**src/rtl/dmem_arbiter.sv**
```systemverilog
// Round-robin arbiter that shares the single-port data RAM between the CPU data port (p0)
// and an auxiliary loader/DMA master (p1). Optional ownership locking: DMEM_ARB_LOCK_EN.
module dmem_arbiter #(
    parameter int MEM_WORDS = 1024,
    parameter int WORD_AW   = 10,
    parameter int MAX_WAIT  = 8
) (
    input  logic               clk,
    input  logic               rst,

    input  logic               p0_req,
    input  logic               p0_lock,
    input  logic [31:0]        p0_addr,
    input  logic [31:0]        p0_wdata,
    input  logic [3:0]         p0_wen,
    output logic               p0_gnt,
    output logic               p0_rvalid,
    output logic [31:0]        p0_rdata,
    output logic               p0_err,

    input  logic               p1_req,
    input  logic               p1_lock,
    input  logic [31:0]        p1_addr,
    input  logic [31:0]        p1_wdata,
    input  logic [3:0]         p1_wen,
    output logic               p1_gnt,
    output logic               p1_rvalid,
    output logic [31:0]        p1_rdata,
    output logic               p1_err,

    output logic               mem_en,
    output logic [WORD_AW-1:0] mem_addr,
    output logic [31:0]        mem_wdata,
    output logic [3:0]         mem_wen,
    input  logic [31:0]        mem_rdata,

    output logic               owner,
    output logic               locked
);

`ifdef DMEM_ARB_LOCK_EN
    localparam bit LOCK_EN = 1'b1;
`else
    localparam bit LOCK_EN = 1'b0;
`endif

    localparam logic [7:0]  MAX_W      = 8'(MAX_WAIT);
    localparam logic [33:0] ADDR_LIMIT = 34'(MEM_WORDS) * 34'd4;

    typedef enum logic [1:0] {
        ST_IDLE,
        ST_LOCK0,
        ST_LOCK1
    } state_t;

    state_t      r_state;
    state_t      w_state_nxt;
    logic        r_rr_last;
    logic [7:0]  r_wait0;
    logic [7:0]  r_wait1;

    logic        r_rv0;
    logic        r_rgood0;
    logic        r_err0;
    logic        r_rv1;
    logic        r_rgood1;
    logic        r_err1;

    logic        w_gnt0;
    logic        w_gnt1;
    logic        w_urg0;
    logic        w_urg1;
    logic        w_lock0;
    logic        w_lock1;
    logic        w_bad0;
    logic        w_bad1;
    logic        w_bad_sel;
    logic        w_any_gnt;

    assign w_urg0  = (r_wait0 == MAX_W);
    assign w_urg1  = (r_wait1 == MAX_W);
    assign w_lock0 = LOCK_EN && p0_lock;
    assign w_lock1 = LOCK_EN && p1_lock;

    assign w_bad0 = (p0_addr[1:0] != 2'b00) || ({2'b00, p0_addr} >= ADDR_LIMIT);
    assign w_bad1 = (p1_addr[1:0] != 2'b00) || ({2'b00, p1_addr} >= ADDR_LIMIT);

    always_ff @(posedge clk) begin
        if (rst) begin
            r_state <= ST_IDLE;
        end else begin
            r_state <= w_state_nxt;
        end
    end

    // A lock holder is pre-empted only when the other port has aged to urgent.
    always_comb begin
        w_state_nxt = r_state;
        unique case (r_state)
            ST_LOCK0: begin
                if (w_gnt1) begin
                    w_state_nxt = ST_IDLE;
                end else if (w_gnt0 && !w_lock0) begin
                    w_state_nxt = ST_IDLE;
                end else if (!p0_req && !w_lock0) begin
                    w_state_nxt = ST_IDLE;
                end
            end
            ST_LOCK1: begin
                if (w_gnt0) begin
                    w_state_nxt = ST_IDLE;
                end else if (w_gnt1 && !w_lock1) begin
                    w_state_nxt = ST_IDLE;
                end else if (!p1_req && !w_lock1) begin
                    w_state_nxt = ST_IDLE;
                end
            end
            default: begin
                if (w_gnt0 && w_lock0) begin
                    w_state_nxt = ST_LOCK0;
                end else if (w_gnt1 && w_lock1) begin
                    w_state_nxt = ST_LOCK1;
                end
            end
        endcase
    end

    always_comb begin
        w_gnt0 = 1'b0;
        w_gnt1 = 1'b0;
        if (!rst) begin
            unique case (r_state)
                ST_LOCK0: begin
                    if (p1_req && w_urg1) begin
                        w_gnt1 = 1'b1;
                    end else if (p0_req) begin
                        w_gnt0 = 1'b1;
                    end
                end
                ST_LOCK1: begin
                    if (p0_req && w_urg0) begin
                        w_gnt0 = 1'b1;
                    end else if (p1_req) begin
                        w_gnt1 = 1'b1;
                    end
                end
                default: begin
                    if (p0_req && !p1_req) begin
                        w_gnt0 = 1'b1;
                    end else if (p1_req && !p0_req) begin
                        w_gnt1 = 1'b1;
                    end else if (p0_req && p1_req) begin
                        if (w_urg0) begin
                            w_gnt0 = 1'b1;
                        end else if (w_urg1) begin
                            w_gnt1 = 1'b1;
                        end else if (r_rr_last) begin
                            w_gnt0 = 1'b1;
                        end else begin
                            w_gnt1 = 1'b1;
                        end
                    end
                end
            endcase
        end
    end

    assign p0_gnt = w_gnt0;
    assign p1_gnt = w_gnt1;

    // A granted access to a bad address is swallowed: no strobe reaches the RAM.
    assign w_any_gnt = w_gnt0 || w_gnt1;
    assign w_bad_sel = w_gnt1 ? w_bad1 : w_bad0;
    assign mem_en    = w_any_gnt && !w_bad_sel;
    assign mem_addr  = w_gnt1 ? p1_addr[WORD_AW+1:2] : p0_addr[WORD_AW+1:2];
    assign mem_wdata = w_gnt1 ? p1_wdata : p0_wdata;
    assign mem_wen   = mem_en ? (w_gnt1 ? p1_wen : p0_wen) : 4'b0000;

    always_ff @(posedge clk) begin
        if (rst) begin
            r_rr_last <= 1'b1;
            r_wait0   <= 8'd0;
            r_wait1   <= 8'd0;
        end else begin
            if (w_gnt0) begin
                r_rr_last <= 1'b0;
            end else if (w_gnt1) begin
                r_rr_last <= 1'b1;
            end

            if (!p0_req || w_gnt0) begin
                r_wait0 <= 8'd0;
            end else if (r_wait0 != MAX_W) begin
                r_wait0 <= r_wait0 + 8'd1;
            end

            if (!p1_req || w_gnt1) begin
                r_wait1 <= 8'd0;
            end else if (r_wait1 != MAX_W) begin
                r_wait1 <= r_wait1 + 8'd1;
            end
        end
    end

    always_ff @(posedge clk) begin
        if (rst) begin
            r_rv0    <= 1'b0;
            r_rgood0 <= 1'b0;
            r_err0   <= 1'b0;
            r_rv1    <= 1'b0;
            r_rgood1 <= 1'b0;
            r_err1   <= 1'b0;
        end else begin
            r_rv0    <= w_gnt0 && (p0_wen == 4'b0000);
            r_rgood0 <= w_gnt0 && (p0_wen == 4'b0000) && !w_bad0;
            r_err0   <= w_gnt0 && w_bad0;
            r_rv1    <= w_gnt1 && (p1_wen == 4'b0000);
            r_rgood1 <= w_gnt1 && (p1_wen == 4'b0000) && !w_bad1;
            r_err1   <= w_gnt1 && w_bad1;
        end
    end

    // Returns are masked while rst is high so a read accepted just before reset never completes.
    assign p0_rvalid = r_rv0 && !rst;
    assign p0_rdata  = (r_rgood0 && !rst) ? mem_rdata : 32'h0;
    assign p0_err    = r_err0 && !rst;
    assign p1_rvalid = r_rv1 && !rst;
    assign p1_rdata  = (r_rgood1 && !rst) ? mem_rdata : 32'h0;
    assign p1_err    = r_err1 && !rst;

    assign owner  = rst ? 1'b1 : r_rr_last;
    assign locked = LOCK_EN && !rst && (r_state != ST_IDLE);

endmodule

```
**config.mk**
```make
export PLATFORM = sky130hd
export DESIGN_NAME = dmem_arbiter
export DESIGN_NICKNAME = d
export VERILOG_FILES = /design/src/rtl/dmem_arbiter.sv
export SDC_FILE = /design/constraint.sdc
export NUM_CORES = 1
export LEC_CHECK = 0
export CELL_PAD_IN_SITES_DETAIL_PLACEMENT = 0
export CELL_PAD_IN_SITES_GLOBAL_PLACEMENT = 1
export CORE_AREA = 4 4 113 115
export DETAILED_ROUTE_END_ITERATION = 8
export DIE_AREA = 0 0 117 119
export DONT_BUFFER_PORTS = 1
export PLACE_DENSITY_LB_ADDON = 0.1
export SLEW_MARGIN = 10
export SYNTH_ARGS = -nofsm -noshare
export SYNTH_HDL_FRONTEND = slang
export SYNTH_SLANG_ARGS = --single-unit
```
**constraint.sdc**
```tcl
create_clock -name clk -period 5.4 [get_ports clk]
set_input_delay 1.08 -clock clk [delete_from_list [all_inputs] [get_ports clk]]
set_output_delay 1.08 -clock clk [all_outputs]
set_load 0.1 [all_outputs]
```
==> impl_metrics.csv, run 1 <==
group,metric,value,unit
place,gp_congestion,0.772,
setup_path,r2r_slack,3.09,ns
die,row_count,40,
synthesis,syn_inst,262,
final_layout,antenna_cells_inserted,0,
sta,fmax,230,MHz
worst_hold_path,min_path_cells,1,
sta,period_share,80.6,%
setup_path,start_kind,"flop",
drt,drtPass1Iterations,4,
global_routing,grt_overflow,0,
setup_path,cp.depth,7,
global_routing,grt_max_degree,33,
global_routing,antenna_found_initial,7,
final_layout,nNetsFinal,471,
cts,htree_num_levels,1,
synthesis,syn_nets,440,
place,dp_hpwl,8.32,mm
die,core_area,11800,um2
sta,worst_pin_slew,1.15,ns
die,die_x,117,um
sta,hold_slack,0.507,ns
setup_path,r2r_end,"r_rr_last$_SDFFE_PP1P_",
place,place_ws,1.17,ns
final_layout,multi_input_area,1660,um2
die,ios,293,
drt,drt_iter0_drc,30,
final_layout,fill_cells,1294,
drt,wl,9.38,mm
setup_path,crit_type,"reg2out",
setup_path,critical-path-max-stage-delay,0.81,ns
sta,setup_viol,0,
pwr,p_total,603,uW
status,outcome,"completed",
global_routing,grt_pass1_wl,12.4,mm
cts,worstSkewPairLatency,0.26,ns
cts,numCtsBuffers,3,
cts,cts-root-buf,"clkbuf_16",
drt,drc,0,
drt,wl_per_cell,21.4,um
pwr,peakVddDrop,0.0998,mV
setup_path,slowest_stage,"mux2_1",
final_layout,drive_gt1_share,20.9,%
sta,finalCriticalPeriod,4.35,ns
setup_path,worst-r2r-cell-count,7,
synthesis,synth-seq-cells,23,
synthesis,synth.distinct_cells,37,
run,cap_violations,0,
setup_path,crit_end,"mem_wdata[4]",
sta,max_slew_margin,22.7,%
setup_path,crit_required,4.32,ns
die,die_h,119,um
setup_path,reg2reg_from,"r_wait1[0]$_SDFFE_PP0N_",
sta,clock-skew-final,0.00328,ns
cts,cts_setup_buffers,0,
global_routing,grt_usage,12.0,%
drt,via_per_inst,4.61,
setup_path,worst_ep_arrival_time,3.27,ns
setup_path,critPathBufInv,2,
worst_hold_path,hold_path.class,"reg2reg",
cts,clock-sinks,23,
place,placedInstanceArea,2710,um2
cts,cts.repair.resized,0,
cts,clk_path_buf_depth,2,
setup_path,cp_max_fo,29,
drt,postRouteAntennaNets,0,
sta,rsz0062_at_grt,"no",
pwr,p_per_area,216,nW/um2
cts,holdBufCountCts,0,
die,die_area,13900,um2
final_layout,postLayoutCellArea,2790,um2
setup_path,cp-end-kind,"output pin",
pwr,p_leak,1.10,nW
sta,fin_ws,1.05,ns
sta,setup_tns,0,ns
drt,vias,2025,
synthesis,yosysSeqAreaShare,20.9,%
final_layout,seqCellArea,460,um2
sta,slew_viol_final,0,
place,io_buffers,0,
setup_path,path_cells,"inv_1, ha_1, nor4b_2, and3_4, o211ai_4, buf_4, mux2_1",
synthesis,syn_area_per_cell,8.41,um2
setup_path,crit_family,"multiplexers",
synthesis,synth_warnings,0,
cts,clk_pin_slew_worst_paths,0.06,ns
global_routing,grt_pass1_vias,1902,
cts,cts_tree,"done",
sta,hold_viol,0,
final_layout,syn_to_final_growth,26.4,%
die,start_util,18.7,%
setup_path,crit_start,"r_wait1[0]$_SDFFE_PP0N_",
synthesis,syn-cell-area,2200,um2
-- final cells by class --
class                      count  area share (%)
multi-input combinational    218            59.6
sequential                    23            16.5
timing repair buffer          39            13.4
tap                          147            6.60
clock buffer                   4            2.83
inverter                       8            1.08
-- worst reg2reg max path, delay by kind of cell (launching register included) --
family          cells  cell delay [ns]
flops               1             0.40
buf+inv             2             0.40
fa+ha+maj           1             0.20
simple gates        2             0.36
compound gates      2             0.83
-- worst min path at each step --
stage                                 start                 endpoint  slack [ns]
global placement    r_wait0[0]$_SDFFE_PP0P_  r_wait0[0]$_SDFFE_PP0P_        0.48
finish              r_wait0[0]$_SDFFE_PP0P_  r_wait0[0]$_SDFFE_PP0P_        0.51
CTS                 r_wait0[0]$_SDFFE_PP0P_  r_wait0[0]$_SDFFE_PP0P_        0.51
detailed placement  r_wait0[0]$_SDFFE_PP0P_  r_wait0[0]$_SDFFE_PP0P_        0.50
global route        r_wait0[0]$_SDFFE_PP0P_  r_wait0[0]$_SDFFE_PP0P_        0.55
floorplan           r_wait0[0]$_SDFFE_PP0P_  r_wait0[0]$_SDFFE_PP0P_        0.45
-- kinds of logic after synthesis --
family,count (synthesis),synth area share [%]
adder cells (fa/ha/maj),4,2.27
flip-flops,23,20.9
AND/OR/NAND/NOR,146,39.3
multiplexers,46,23.4
other,1,0.170
buffers and inverters,21,5.28
XOR/XNOR,13,5.16
AO/OA/AOI/OAI,8,3.52
-- metrics by stage --
stage                     instances  util (%)
final                           439      23.6
after floorplan                 262         -
after global routing            439      23.6
after global placement          435      22.9
after CTS                       439      23.6
after detailed placement        435      22.9
-- per-layer routing --
metal  up-vias  global-route usage (%)  routed length [um]
met4        10                    2.15                  72
met1       936                    13.7                3450
met5         -                       0                  69
li1        956                       -                   -
met2       109                    20.4                4760
met3        14                    5.44                1040
-- where the power goes --
part	switching (mW)	internal [mW]
sequential	0.00197	0.172
combinational	0.233	0.0292
clock	0.0653	0.101
total	0.301	0.302
-- sequential cells by signal, indices dropped and copies added, names as in the netlist --
signal,flops
r_err0,1
r_err1,1
r_rgood0,1
r_rv1,1
r_wait1,8
r_wait0,8
r_rr_last,1
r_rgood1,1
r_rv0,1
-- cells in the mapped netlist, drive strengths merged --
master	count	share of area, %
or4	2	0.68
a211o	1	0.40
nand3	14	3.2
clkbuf	7	1.2
o21a	1	0.34
a21oi	2	0.45
mux2	42	22
conb	1	0.17
mux2i	4	1.8
a21o	1	0.40
xnor2	3	1.2
dfxtp	23	21
and3	6	2.0
inv	8	1.4
nor2	25	4.3
xor2	10	4.0
nor3	6	1.4
and3b	1	0.57
and2	66	19
buf	6	2.7
o21ai	1	0.23
nor4	12	4.1
nor4b	1	0.68
a32oi	1	0.74
nand4	3	0.85
o211ai	1	0.96
ha	4	2.3
and4bb	1	0.57
nand2	2	0.34
nor2b	7	2.0
-- placed cells by master, fill, tap and decap left out, types with 2 or more instances in the layout --
master,synthesis,routed
nor2b_2,0,4
and3_1,4,4
xnor2_1,3,3
nor2_1,25,24
nor3_2,0,4
buf_4,2,35
nand2_1,2,2
mux2i_1,4,4
and2_1,65,65
ha_1,4,4
inv_1,8,8
xor2_1,10,10
or4_1,2,2
dfxtp_1,23,23
nand4_1,3,3
nor3_1,6,2
a21oi_1,2,2
mux2_1,40,40
nor2b_1,7,3
buf_16,0,4
clkbuf_16,0,3
nor4_1,11,11
nand3_1,14,14
No activity file was read; power rests on OpenSTA's default activity.
==> inputs of run 2 (changes only) <==
ABC_AREA = 1   (was unset)
clock period = 4.33 ns   (was 5.4 ns; I/O delays follow)
==> impl_metrics.csv, run 2 <==
group,metric,value,unit
status,outcome,"completed",
die,core_area,11800,um2
global_routing,grt_max_degree,51,
drt,drt_iter0_drc,129,
die,ios,293,
setup_path,worst_ep_arrival_time,2.62,ns
drt,drtPass1Iterations,4,
final_layout,drive_gt1_share,37.5,%
final_layout,fin_cells,691,
final_layout,seqCellArea,460,um2
global_routing,antenna_found_initial,0,
place,gp_congestion,0.873,
global_routing,grt_overflow,0,
setup_path,start_kind,"flop",
synthesis,syn-cell-area,2230,um2
drt,vias,2911,
sta,hold_viol,0,
synthesis,yosys-top-cells-area,"nand2_1 28%, dfxtp_1 21%, nor2_1 20%, inv_1 10%, nand3_1 3.4%",
global_routing,grt_usage,13.8,%
setup_path,critical-path-max-stage-delay,0.53,ns
drt,via_per_inst,4.21,
cts,cts_setup_buffers,0,
global_routing,grt_pass1_wl,15.1,mm
cts,cts-root-buf,"clkbuf_16",
pwr,swShare,52.4,%
cts,holdBufCountCts,0,
place,place_ws,1.07,ns
synthesis,synth_edf_count,0,
die,start_util,18.9,%
drt,drc,0,
cts,numCtsBuffers,3,
setup_path,cp-end-kind,"output pin",
die,die_x,117,um
die,die_h,119,um
run,cap_violations,0,
cts,clk_path_buf_depth,2,
final_layout,multi_input_area,1630,um2
place,io_buffers,0,
synthesis,syn_nets,620,
sta,fmax,287,MHz
final_layout,mostFrequentLayoutCell,"nand2_1",
die,row_count,40,
sta,max_slew_margin,26.1,%
cts,clk_pin_slew_worst_paths,0.06,ns
drt,wl,10.5,mm
synthesis,synth_top_area_share,27.7,%
global_routing,grt_pass1_vias,2835,
synthesis,synth_warnings,0,
sta,clock-skew-final,0.00303,ns
cts,cts.repair.resized,0,
setup_path,cp_max_fo,43,
pwr,p_per_area,255,nW/um2
synthesis,synth_commonest_cells,"165 x nand2_1, 120 x nor2_1, 60 x inv_1",
sta,worst_pin_slew,1.11,ns
synthesis,syn_area_per_cell,5.05,um2
pwr,power_frac_seq,24.8,%
cts,clock-sinks,23,
cts,htree_num_levels,1,
sta,fin_ws,0.848,ns
pwr,internal_power,417,uW
setup_path,crit_top_cell,"nand2_1",
synthesis,synth_largest_area_cell,"nand2_1",
drt,postRouteAntennaNets,0,
synthesis,yosysSeqAreaShare,20.6,%
cts,cts_tree,"done",
setup_path,path_cells,"inv_1, ha_1, nand2_1, nor3_2, nand2_1, nand3_1, nand2_2, nand2_4, inv_2, nand2_1, nand2_1, buf_4",
final_layout,fill_cells,1319,
synthesis,synth.distinct_cells,29,
pwr,p_switching,460,uW
sta,finalCriticalPeriod,3.48,ns
synthesis,synth_flop_cell,"dfxtp_1",
setup_path,slowest_stage,"inv_2",
pwr,clkPwrFrac,23.2,%
synthesis,synth.most_common_cell,"nand2_1",
final_layout,nNetsFinal,723,
pwr,p_leak,1.84,nW
cts,worstSkewPairLatency,0.26,ns
synthesis,async_flop_share,0,%
pwr,combPwrFrac,52.1,%
final_layout,mostFrequentLayoutCells,"163 x nand2_1, 114 x buf_4, 72 x nor2_2, 60 x inv_1, 48 x nor2_1",
synthesis,syn_inst,442,
sta,rsz0062_at_grt,"no",
synthesis,synth-seq-cells,23,
sta,setup_viol,0,
final_layout,antenna_cells_inserted,0,
setup_path,crit_required,3.46,ns
setup_path,crit_type,"reg2out",
sta,period_share,80.4,%
final_layout,syn_to_final_growth,54.4,%
place,placed_cells,687,
final_layout,top_regs,"r_wait0 (8), r_wait1 (8)",
worst_hold_path,hold_path.class,"reg2reg",
drt,wl_per_cell,15.1,um
die,die_area,13900,um2
sta,setup_tns,0,ns
pwr,peakVddDrop,0.173,mV
place,dp_hpwl,9.17,mm
sta,slew_viol_final,0,
==> run 2: cell count changes in the layout (fill, tap and decap cells not counted), moves of 5 or more <==
cell,before,now
xor2_1,10,4
and2_1,65,0
inv_1,8,60
mux2_1,40,0
nand2_2,0,5
nor2_1,24,48
nand2_1,2,163
buf_4,35,114
nor4_1,11,1
nor2_2,1,72
==> run 2: logic make-up after synthesis <==
logic type                 synth area share, %
xor gates and xnor gates                  1.96
buffers and inverters                     14.5
other                                    0.168
adders and majority gates                 2.24
and+or+nand+nor                           57.8
DFF                                       20.6
AOI/OAI and AO/OA                         2.69
==> run 2: layout make-up <==
| type | count | share of cell area [%] |
|---|---|---|
| Clock buffer | 3 | 2.18 |
| Clock inverter | 1 | 0.145 |
| Inverter | 62 | 6.75 |
| Multi-Input combinational cell | 341 | 47.4 |
| Sequential cell | 23 | 13.4 |
| Tap cell | 147 | 5.34 |
| Timing Repair Buffer | 114 | 24.8 |
==> run 2: critical path: cells and delay by family (launching register included) <==
kind          cells  cell delay [ns]
fa+ha+maj         1             0.20
buf+inv           3             0.91
flops             1             0.38
simple gates      8             0.85
==> run 2: per-layer routing <==
| metal | up-vias | GRT usage, % | routed length [um] | share of wire, % |
|---|---|---|---|---|
| met3 | 2 | 3.05 | 866 | 8.3 |
| li1 | 1499 | - | - | - |
| met5 | - | 0 | 0 | 0 |
| met4 | 0 | 0.860 | 27 | 0.26 |
| met1 | 1255 | 15.1 | 3880 | 37 |
| met2 | 155 | 27.4 | 5700 | 54 |
==> run 2: power by group through the flow <==
stage	Clock, mW	Sequential (mW)	Combinational (mW)
finish	0.203	0.217	0.457
global route	0.222	0.218	0.479
CTS	0.212	0.217	0.460
detailed placement	0	0.222	0.459
global placement	0	0.222	0.459
floorplan	0	0.222	0.373
==> run 2: final timing paths <==
path | from | end | slack (ns) | cells past startpoint
worst max-delay path | r_wait0[0]$_SDFFE_PP0P_ | mem_addr[1] | 0.85 | 12
worst min-delay path | r_wait0[0]$_SDFFE_PP0P_ | r_wait0[0]$_SDFFE_PP0P_ | 0.46 | 1
worst max register to register | r_wait0[0]$_SDFFE_PP0P_ | r_rr_last$_SDFFE_PP1P_ | 2.23 | 9
worst min register to register | r_wait0[0]$_SDFFE_PP0P_ | r_wait0[0]$_SDFFE_PP0P_ | 0.46 | 1
==> run 2: stage by stage <==
step / hold slack, ns / util [%] / power (mW) / cell area [um2]
after floorplan: 0.430 / - / 0.594 / 2230
after global placement: 0.447 / 28.5 / 0.681 / 3370
after detailed placement: 0.457 / 28.5 / 0.681 / 3370
after CTS: 0.466 / 29.2 / 0.889 / 3450
after global routing: 0.502 / 29.2 / 0.918 / 3450
final: 0.464 / 29.2 / 0.877 / 3450
